### src/rtl/seq_divider.sv
// -----------------------------------------------------------------------------
// seq_divider
//
// Sequential radix-2 restoring divider. A 2*WIDTH-bit dividend is divided by a
// WIDTH-bit divisor, producing a WIDTH-bit quotient and remainder. One quotient
// bit is resolved per clock, so a normal division completes WIDTH+1 edges after
// the accepting edge. Divide-by-zero and quotient-overflow cases are detected
// on the accepting edge and complete one edge later.
//
// Optional feature macro: SEQ_DIVIDER_SIGNED_EN
//   undefined : operands and results are unsigned.
//   defined   : operands are two's complement; the core runs on magnitudes and
//               the sign is restored in the FIX state (truncation toward zero,
//               remainder takes the dividend's sign).
//
// Ports:
//   clk          in   1        system clock, rising edge
//   rst          in   1        synchronous active-high reset
//   start        in   1        request a division (honoured in IDLE/DONE only)
//   dividend     in   2*WIDTH  dividend, captured on the accepting edge
//   divisor      in   WIDTH    divisor, captured on the accepting edge
//   quotient     out  WIDTH    registered quotient
//   remainder    out  WIDTH    registered remainder
//   ready        out  1        idle/done with valid result; low while busy
//   div_by_zero  out  1        last operation had divisor == 0
//   overflow     out  1        last operation's quotient did not fit
// -----------------------------------------------------------------------------
module seq_divider #(
    parameter int unsigned WIDTH = 8
) (
    input  logic                   clk,
    input  logic                   rst,
    input  logic                   start,
    input  logic [2*WIDTH-1:0]     dividend,
    input  logic [WIDTH-1:0]       divisor,
    output logic [WIDTH-1:0]       quotient,
    output logic [WIDTH-1:0]       remainder,
    output logic                   ready,
    output logic                   div_by_zero,
    output logic                   overflow
);

    localparam int unsigned CW = (WIDTH > 1) ? $clog2(WIDTH) : 1;
    localparam logic [CW-1:0] CNT_LAST = CW'(WIDTH - 1);
    localparam logic [CW-1:0] CNT_ONE  = CW'(1);

    typedef enum logic [1:0] {
        StIdle,
        StRun,
        StFix,
        StDone
    } state_e;

    state_e              r_state;
    logic [CW-1:0]       r_count;
    logic [WIDTH-1:0]    r_prem;      // partial remainder
    logic [WIDTH-1:0]    r_acc;       // low dividend bits shifting out, quotient bits in
    logic [WIDTH-1:0]    r_divisor;   // divisor magnitude
    logic                r_pre;       // result was decided on the accepting edge
    logic                r_pre_dbz;
    logic                r_pre_ovf;
    logic [WIDTH-1:0]    r_quotient;
    logic [WIDTH-1:0]    r_remainder;
    logic                r_ready;
    logic                r_dbz;
    logic                r_ovf;

    // -------------------------------------------------------------------------
    // Operand magnitudes and preflight decisions
    // -------------------------------------------------------------------------
    logic [2*WIDTH-1:0]  w_dvd_mag;
    logic [WIDTH-1:0]    w_dvs_mag;
    logic                w_dbz;
    logic                w_pre_ovf;

`ifdef SEQ_DIVIDER_SIGNED_EN
    localparam logic [2*WIDTH-1:0] ONE_D   = {{(2*WIDTH-1){1'b0}}, 1'b1};
    localparam logic [WIDTH-1:0]   ONE_W   = {{(WIDTH-1){1'b0}}, 1'b1};
    // Largest magnitude a negative quotient may have: 2^(WIDTH-1).
    localparam logic [WIDTH-1:0]   MIN_MAG = {1'b1, {(WIDTH-1){1'b0}}};

    logic w_dvd_neg;
    logic w_dvs_neg;
    logic r_q_neg;
    logic r_r_neg;

    assign w_dvd_neg = dividend[2*WIDTH-1];
    assign w_dvs_neg = divisor[WIDTH-1];
    assign w_dvd_mag = w_dvd_neg ? (~dividend + ONE_D) : dividend;
    assign w_dvs_mag = w_dvs_neg ? (~divisor + ONE_W) : divisor;
`else
    assign w_dvd_mag = dividend;
    assign w_dvs_mag = divisor;
`endif

    assign w_dbz     = (w_dvs_mag == '0);
    // With a non-zero divisor, a high half >= divisor means the quotient
    // needs more than WIDTH bits.
    assign w_pre_ovf = (w_dvd_mag[2*WIDTH-1:WIDTH] >= w_dvs_mag);

    // -------------------------------------------------------------------------
    // One restoring step
    // -------------------------------------------------------------------------
    logic [WIDTH:0]      w_shift;
    logic [WIDTH:0]      w_trial;
    logic                w_qbit;
    logic [WIDTH-1:0]    w_prem_next;
    logic [WIDTH-1:0]    w_acc_next;

    // The partial remainder is always below the divisor, so the shifted value
    // is below twice the divisor and a non-negative difference fits WIDTH bits.
    // The MSB of the WIDTH+1-bit difference is therefore a clean sign bit.
    assign w_shift     = {r_prem, r_acc[WIDTH-1]};
    assign w_trial     = w_shift - {1'b0, r_divisor};
    assign w_qbit      = ~w_trial[WIDTH];
    assign w_prem_next = w_qbit ? w_trial[WIDTH-1:0] : w_shift[WIDTH-1:0];
    assign w_acc_next  = {r_acc[WIDTH-2:0], w_qbit};

    // -------------------------------------------------------------------------
    // Result formation for the FIX state
    // -------------------------------------------------------------------------
    logic [WIDTH-1:0]    w_fix_q;
    logic [WIDTH-1:0]    w_fix_r;
    logic                w_fix_ovf;

    always_comb begin
        w_fix_q   = r_acc;
        w_fix_r   = r_prem;
        w_fix_ovf = 1'b0;
        if (r_pre) begin
            // Preflight already loaded the final quotient/remainder.
            w_fix_ovf = r_pre_ovf;
        end else begin
`ifdef SEQ_DIVIDER_SIGNED_EN
            if (r_q_neg ? (r_acc > MIN_MAG) : r_acc[WIDTH-1]) begin
                w_fix_q   = '1;
                w_fix_r   = '0;
                w_fix_ovf = 1'b1;
            end else begin
                w_fix_q = r_q_neg ? (~r_acc + ONE_W) : r_acc;
                w_fix_r = r_r_neg ? (~r_prem + ONE_W) : r_prem;
            end
`endif
        end
    end

    // -------------------------------------------------------------------------
    // Control FSM and all state
    // -------------------------------------------------------------------------
    always_ff @(posedge clk) begin
        if (rst) begin
            r_state     <= StIdle;
            r_count     <= '0;
            r_prem      <= '0;
            r_acc       <= '0;
            r_divisor   <= '0;
            r_pre       <= 1'b0;
            r_pre_dbz   <= 1'b0;
            r_pre_ovf   <= 1'b0;
            r_quotient  <= '0;
            r_remainder <= '0;
            r_ready     <= 1'b1;
            r_dbz       <= 1'b0;
            r_ovf       <= 1'b0;
`ifdef SEQ_DIVIDER_SIGNED_EN
            r_q_neg     <= 1'b0;
            r_r_neg     <= 1'b0;
`endif
        end else begin
            case (r_state)
                StIdle, StDone: begin
                    if (start) begin
                        r_divisor <= w_dvs_mag;
                        r_count   <= '0;
                        r_ready   <= 1'b0;
                        r_dbz     <= 1'b0;
                        r_ovf     <= 1'b0;
                        r_pre_dbz <= w_dbz;
                        r_pre_ovf <= ~w_dbz & w_pre_ovf;
`ifdef SEQ_DIVIDER_SIGNED_EN
                        r_q_neg   <= w_dvd_neg ^ w_dvs_neg;
                        r_r_neg   <= w_dvd_neg;
`endif
                        if (w_dbz) begin
                            r_pre   <= 1'b1;
                            r_acc   <= '1;
                            r_prem  <= dividend[WIDTH-1:0];
                            r_state <= StFix;
                        end else if (w_pre_ovf) begin
                            r_pre   <= 1'b1;
                            r_acc   <= '1;
                            r_prem  <= '0;
                            r_state <= StFix;
                        end else begin
                            r_pre   <= 1'b0;
                            r_prem  <= w_dvd_mag[2*WIDTH-1:WIDTH];
                            r_acc   <= w_dvd_mag[WIDTH-1:0];
                            r_state <= StRun;
                        end
                    end
                end

                StRun: begin
                    r_prem <= w_prem_next;
                    r_acc  <= w_acc_next;
                    if (r_count == CNT_LAST) begin
                        r_count <= '0;
                        r_state <= StFix;
                    end else begin
                        r_count <= r_count + CNT_ONE;
                    end
                end

                StFix: begin
                    r_quotient  <= w_fix_q;
                    r_remainder <= w_fix_r;
                    r_dbz       <= r_pre_dbz;
                    r_ovf       <= w_fix_ovf;
                    r_ready     <= 1'b1;
                    r_state     <= StDone;
                end

                default: begin
                    r_state <= StIdle;
                    r_ready <= 1'b1;
                end
            endcase
        end
    end

    assign quotient    = r_quotient;
    assign remainder   = r_remainder;
    assign ready       = r_ready;
    assign div_by_zero = r_dbz;
    assign overflow    = r_ovf;

endmodule

### config.mk
export PLATFORM = sky130hd
export DESIGN_NAME = seq_divider
export DESIGN_NICKNAME = d
export VERILOG_FILES = /design/src/rtl/seq_divider.sv
export SDC_FILE = /design/constraint.sdc
export NUM_CORES = 1
export LEC_CHECK = 0
export ABC_CLOCK_PERIOD_IN_PS = 3900
export CORE_ASPECT_RATIO = 1.2
export CORE_MARGIN = 5
export CORE_UTILIZATION = 45
export CTS_CLUSTER_DIAMETER = 120
export DETAILED_ROUTE_END_ITERATION = 10
export GPL_TIMING_DRIVEN = 1
export PLACE_DENSITY_LB_ADDON = 0.3
export SYNTH_ARGS = -nofsm -noshare
export SYNTH_HDL_FRONTEND = slang
export SYNTH_SLANG_ARGS = --single-unit
### constraint.sdc
create_clock -name clk -period 3.9 [get_ports clk]
set_input_delay 0.39 -clock clk [delete_from_list [all_inputs] [get_ports clk]]
set_output_delay 0.39 -clock clk [all_outputs]
set_load 0.01 [all_outputs]
Yosys cells after proc, flatten, opt, wreduce, memory -nomap -nowiden
Index checks and enable logic that the tools add are counted.
- bitwise gates (word level): 3
- mux-type cells: 24
- add/sub/neg operators: 2
- magnitude comparators: 1
- reductions and logical operators: 9
- equal/unequal tests: 6
- operators by type and width (kind ; count):
    $mux 8 ; 7
    $pmux 8 s2 ; 2
    $sub 9x8->9 ; 1
    $ge 8x8->1 ; 1
    $logic_not 8->1 ; 1
    $mux 2 ; 4
    $reduce_and 2->1 ; 4
    $mux 3 ; 2
    $pmux 1 s2 ; 3
    $pmux 2 s3 ; 1
    $pmux 3 s2 ; 1
    $eq 2x2->1 const B ; 2
    $mux 1 ; 4
    $ne 2x2->1 const B ; 2
    $reduce_bool 2->1 ; 2
    $add 3x1->3 const B ; 1
    $eq 3x3->1 const B ; 1
    $eq 2x1->1 const B ; 1
    $logic_not 2->1 ; 1
    $not 1->1 ; 2
    $reduce_or 2->1 ; 1
    $and 1x1->1 ; 1
- input bits: 27
- register bits after elaboration: 51
- output and inout bits: 19

Depth between registers and ports, before layout
Gate-level depths: netlist (run 1).
- depth after elaboration: 5
- depth in mapped cells: 10
- depth with buffers taken out: 10

Worst setup path before layout (run 1)
Ideal clock, no wire load.
- kind: register to register
- from: reg r_acc[7]
- to: reg r_prem[2]
- arrival time: 2143 ps
- period minus slack after synthesis: 2255 ps
- stages on the path, launching flop included: 11
- path slack: 1645 ps
- data required time: 3788 ps
- library setup time: 112 ps
- path through: dfxtp_1 -> inv_1 -> ha_1 -> inv_1 -> fa_1 -> a21o_1 -> o21ai_1 -> a21o_4 -> xnor2_4 -> mux2i_1 -> a2111oi_1
- word-level cells in the longest chain between the ends: 3
- RTL lines (item ; line ; text):
    start: declaration ; 57 ; logic [WIDTH-1:0] r_acc;
    start signal: assignment ; 197 ; r_acc <= w_dvd_mag[WIDTH-1:0];
    start signal: assignment ; 205 ; r_acc <= w_acc_next;
    $sub 9x8->9 ; 114 ; assign w_trial = w_shift - {1'b0, r_divisor};
    $mux 8 ; 116 ; assign w_prem_next = w_qbit ? w_trial[WIDTH-1:0] : w_shift[WIDTH-1:0];
    $pmux 8 s2 ; 170 ; case (r_state)
    end signal: assignment ; 187 ; r_prem <= dividend[WIDTH-1:0];
    end signal: assignment ; 196 ; r_prem <= w_dvd_mag[2*WIDTH-1:WIDTH];
    end signal: assignment ; 204 ; r_prem <= w_prem_next;
    end: declaration ; 56 ; logic [WIDTH-1:0] r_prem;
Every way passes these cells.
A chain may end at the register's enable or synchronous reset.

Worst setup path after layout (run 1)
- from: reg r_acc[7]
- to: reg r_prem[5]
The elaborated chain is that of the path after synthesis.

==> results of run 1 <==
[power by group]
group | internal [mW] | leakage [nW] | switching [mW]
sequential | 0.658 | 0.417 | 0.131
combinational | 0.724 | 0.855 | 0.897
clock | 0.162 | 0.0505 | 0.178
[layout by cell type, fill, tap and decap left out, drive strengths merged, types with 5 or more instances in the layout]
master         count
a2111oi            8
a21oi             29
a221oi             8
clkbuf             7
clkdlybuf4s50     44
dfxtp             51
ha                20
inv               22
mux2i             23
nand2             39
nor2              41
o21bai             5
o221ai             8
[metal layers]
layer / part of all wire, % / vias up / GRT usage (%)
li1: - / 1247 / -
met1: 46 / 1186 / 23.0
met2: 50 / 35 / 32.2
met3: 2.9 / 6 / 3.06
met4: 1.2 / 0 / 5.82
met5: 0 / - / 0
[final timing paths]
kind,start,end,slack (ns),cells past startpoint
max,r_acc[7],r_prem[5],1.32,10
min,r_divisor[3],r_divisor[3],0.46,2
max reg2reg,r_acc[7],r_prem[5],1.32,10
min reg2reg,r_divisor[3],r_divisor[3],0.46,2
[worst max-delay path, cell delays in order, from the launching register on]
cell and delay [ns]:
dfxtp_1 0.35, inv_1 0.08, ha_1 0.18, inv_1 0.06, fa_1 0.41, a21o_1 0.19, o21ai_1 0.23, a21o_4 0.21
xnor2_4 0.19, mux2i_1 0.15, a2111oi_1 0.41
[kinds of logic (layout without fill, tap and decap cells)]
kind of cell,Yosys count,count (layout),share of synthesized area [%]
buffers and inverters,39,78,5.54
muxes,23,23,8.21
and+or+nand+nor,102,102,15.8
AOI/OAI and AO/OA,85,85,22.5
adders and majority gates,21,21,9.64
xor gates and xnor gates,4,4,1.92
DFF,51,51,36.4
[registers in the layout (all words and copies together), names as in the netlist, 2 cells and up]
register / flops
quotient: 8
r_acc: 8
r_count: 3
r_divisor: 8
r_prem: 8
r_state: 2
remainder: 8
[area by class of cell]
type,instances,area (um2),area share [%]
timing repair buffer,48,468,13.7
clock inverter,1,7.51,0.221
sequential,51,1020,30.0
multi-input combinational,235,1630,47.8
inverter,22,82.6,2.43
tap,82,103,3.01
clock buffer,7,96.3,2.83
==> flow_metrics.tcl, run 1 <==
set metrics [dict create \
    status "complete, no violations" \
    path_max_fanout 7 \
    num-nets-final 411 \
    overflow 0 \
    synth_nets 373 \
    antenna_left 0 \
    final_util_pct 56.3 \
    synthesis.area_um2 2800 \
    yosys.cell_count.top_type "dfxtp_1" \
    ys_top_cells_by_area "dfxtp_1, ha_1, mux2i_1, nor2_1, nand2_1" \
    cts_hold_buf 0 \
    postCtsSetupRepairBufs 0 \
    layout_setup_ws_ns 1.32 \
    pin_count 46 \
    area_growth_pct 21.5 \
    peakVddDrop_mv 0.500 \
    final_cell_area_um2 3400 \
    clock_path_buffers 2 \
    synth_edf_count 0 \
    p_per_area_nw_per_um2 808 \
    dpl.cell_count 438 \
    num_vias 2474 \
    n_antenna_cell 0 \
    synth_cells 325 \
    place_area_um2 3300 \
    yosysTopAreaCell "dfxtp_1" \
    hold_class "reg2reg" \
    synth_area_per_cell_um2 8.62 \
    numCtsBuffers 5 \
    clock.fmax_ghz 0.388 \
    slew-limit-headroom_pct 19.3 \
    grt_max_degree 52 \
    finalCriticalPeriod_ns 2.58 \
    track_usage_pct 18.5 \
    cts_root_buffer "clkbuf_8" \
    synth_top_area_share_pct 36.4 \
    tns_ns 0 \
    cts_sinks 51 \
    rows 31 \
    crit_path_start_kind "register" \
    die_y_um 96.5 \
    cp-end-kind "register" \
    path_class "reg2reg" \
    cp.required_ns 4.09 \
    core_um2 6050 \
    yosysWarnings 0 \
    synth_commonest_cells "dfxtp_1, nor2_1, nand2_1" \
    cts.clk_slew.worst_paths_ns 0.09 \
    fillers 591 \
    drv_slew 0 \
    worst_slew_pin_slew_ns 1.21 \
    synthFlopType "dfxtp_1" \
    insertion_delay_ns 0.31 \
    hold_ws_ns 0.459 \
    via_per_inst 5.55 \
    layout-drive-gt1-share_pct 5.49 \
    drt_wl_total_um 6970 \
    grt_pass1_vias 2334 \
    power.leakage_nw 1.32 \
    arrival_ns 2.77 \
    yosysSeqAreaShare_pct 36.4 \
    synth.distinct_cells 49 \
    drtPass1Iterations 4 \
    async_flop_share_pct 0 \
    antenna_found_initial 0 \
    dieWidth_um 82.0 \
    finClkSkew_ns 0.00495 \
    pre_cts_slack_ns 1.02 \
    period_share_pct 66.1 \
    start_util_pct 46.3 \
    ys_ff_latch 51 \
    drv_cap 0 \
    final_cells 446 \
    hpwlAfterDp_um 5250 \
    rsz0062_at_grt "false" \
    portBuffers 45 \
    drc 0 \
    grt_pass1_wl_um 11300 \
    p_total_mw 2.75 \
    cts_tree "yes" \
    place_congestion 0.832 \
    dr.first_iter.drc_count 150 \
    wl_per_cell_um 15.6 \
    setup-violations-final 0 \
    cts.repair.resized 0 \
    hold_viol_final 0 \
    die_area_um2 7910 \
    cts_htree_levels 2 \
]
Note: power is estimated with default switching activity, not from simulation.
==> run 2, diff against run 1 <==
Settings changed: ABC_CLOCK_PERIOD_IN_PS 3900 to 2600.
Clock period 3.9 ns to 2.6 ns, I/O delays scaled along.
==> run 2 against run 1 <==
Die area did not move. Power rose by 54%. Sequential cell count did not move. Clock-buffer cell count did not move. Routed wire length rose by 1.1%. Sequential share of layout area fell by 0.95 points. Setup slack got worse by 1.2 ns. Sequential power rose by 47%. Critical endpoint unchanged. Largest power group unchanged.
==> flow_metrics.tcl, run 2 (same netlist as run 1, synthesis figures left out) <==
set metrics [dict create \
    path_max_fanout 7 \
    arrival_ns 2.63 \
    combPwrFrac_pct 61.2 \
    ff_latch_area_um2 1020 \
    place_congestion 0.835 \
    grt_busiest_layer "met2" \
    dr.first_iter.drc_count 105 \
    drv_cap 0 \
    clock.fmax_ghz 0.409 \
    use_met3_pct 3.15 \
    p_clk_share_pct 11.4 \
    switching_share_pct 43.5 \
    n_antenna_cell 0 \
    cp.required_ns 2.79 \
    cts_hold_buf 0 \
    drt_wl_total_um 7050 \
    final_cell_area_um2 3520 \
    slew-limit-headroom_pct 54.5 \
    hold_ws_ns 0.463 \
    dieWidth_um 82.0 \
    cts_tree "yes" \
    p_total_mw 4.24 \
    cts.clk_slew.worst_paths_ns 0.09 \
    crit_path_start_kind "register" \
    drc 0 \
    p_per_area_nw_per_um2 1210 \
    overflow 0 \
    hpwlAfterDp_um 5420 \
    start_util_pct 46.3 \
    peakVddDrop_mv 0.744 \
    cp-end-kind "register" \
    hold_class "reg2reg" \
    cts_sinks 51 \
    postCtsSetupRepairBufs 0 \
    gr-usage-met1_pct 23.8 \
    cts_htree_levels 2 \
    drv_slew 0 \
    num_vias 2536 \
    die_y_um 96.5 \
    via_per_inst 5.53 \
    core_um2 6050 \
    layout-drive-gt1-share_pct 9.02 \
    layout_commonest_cell "dfxtp_1" \
    antenna_found_initial 0 \
    path_class "reg2reg" \
    finalCriticalPeriod_ns 2.44 \
    cts_root_buffer "clkbuf_8" \
    power.leakage_nw 1.39 \
    num-nets-final 424 \
    portBuffers 45 \
    intPower_mw 2.39 \
    status "complete, no violations" \
    hold_viol_final 0 \
    most-common-layout-cells "dfxtp_1, clkdlybuf4s50_1, nor2_1, nand2_1, a21oi_1" \
    wl_per_cell_um 15.3 \
    pin_count 46 \
    numCtsBuffers 5 \
    track_usage_pct 19.2 \
    clock_path_buffers 2 \
    rows 31 \
    die_area_um2 7910 \
    area_growth_pct 25.4 \
    finClkSkew_ns 0.00613 \
    grtUsageMet2_pct 33.8 \
    worst_slew_pin_slew_ns 0.682 \
    p_sw_mw 1.84 \
    grt_pass1_vias 2548 \
    grt_max_degree 38 \
    multiInputGateArea_um2 1650 \
    seqPwrFrac_pct 27.4 \
    period_share_pct 94.0 \
    setup-violations-final 0 \
    place_area_um2 3400 \
    antenna_left 0 \
    fillers 586 \
    insertion_delay_ns 0.31 \
    drtPass1Iterations 4 \
    grt_pass1_wl_um 11900 \
]
-- run 2: final cells by class --
cell class / instances / area share (%)
multi-input cells: 235 / 46.9
clock buffers: 7 / 2.46
repair buffers: 61 / 16.1
inverters: 22 / 2.35
flip-flops and latches: 51 / 29.0
well taps: 82 / 2.92
clock inverters: 1 / 0.249
-- run 2: timing repair --
action | CTS | global route
resized for setup | 0 | 4
endpoints found under the setup margin | 0 | 7
hold endpoints to repair | 0 | 0
-- run 2: per-stage QoR --
step | worst slack [ns] | utilization, % | TNS (ns) | cells
2_1_floorplan | 0.345 | - | 0 | 325
3_3_place_gp | -0.0574 | 56.2 | -0.253 | 451
3_5_place_dp | -0.152 | 56.2 | -0.831 | 451
4_1_cts | 0.0887 | 57.7 | 0 | 459
5_1_grt | -0.0173 | 58.1 | -0.0173 | 459
6_report | 0.156 | 58.1 | 0 | 459
-- run 2: power by group through the flow --
stage / clock network, mW / registers [mW] / logic [mW]
detailed placement: 0 / 1.18 / 2.52
floorplan: 0 / 1.14 / 1.91
global route: 0.525 / 1.19 / 2.90
global placement: 0 / 1.18 / 2.47
finish: 0.485 / 1.16 / 2.59
CTS: 0.495 / 1.16 / 2.54
-- run 2: per-layer routing --
layer / vias to the layer above / share of wire [%] / routed length, um
met5: - / 0 / 0
met4: 0 / 1.8 / 127
met3: 12 / 4.0 / 280
met2: 55 / 52 / 3640
met1: 1194 / 43 / 3000
li1: 1275 / - / -
-- run 2: final timing paths --
| path | from | to | slack [ns] | cells after the start |
|---|---|---|---|---|
| worst max-delay path | r_acc[7] | r_prem[5] | 0.16 | 10 |
| worst min register to register | r_divisor[5] | r_divisor[5] | 0.46 | 2 |
| worst min-delay path | r_divisor[5] | r_divisor[5] | 0.46 | 2 |
| worst max register to register | r_acc[7] | r_prem[5] | 0.16 | 10 |
-- run 2: worst max-delay path, stage by stage (launching register included) --
cell and delay (ns):
dfxtp_1 0.32, inv_1 0.07, ha_1 0.16, inv_1 0.05, fa_1 0.40, a21o_1 0.20
o21ai_2 0.17, a21o_4 0.20, xnor2_4 0.19, mux2i_1 0.14, a2111oi_1 0.40
==> run 3, diff against run 2 <==
Settings changed: CTS_CLUSTER_SIZE from default to 8.
==> results of run 3 <==
No change in the layout: final DEF, timing and power equal those of run 2.
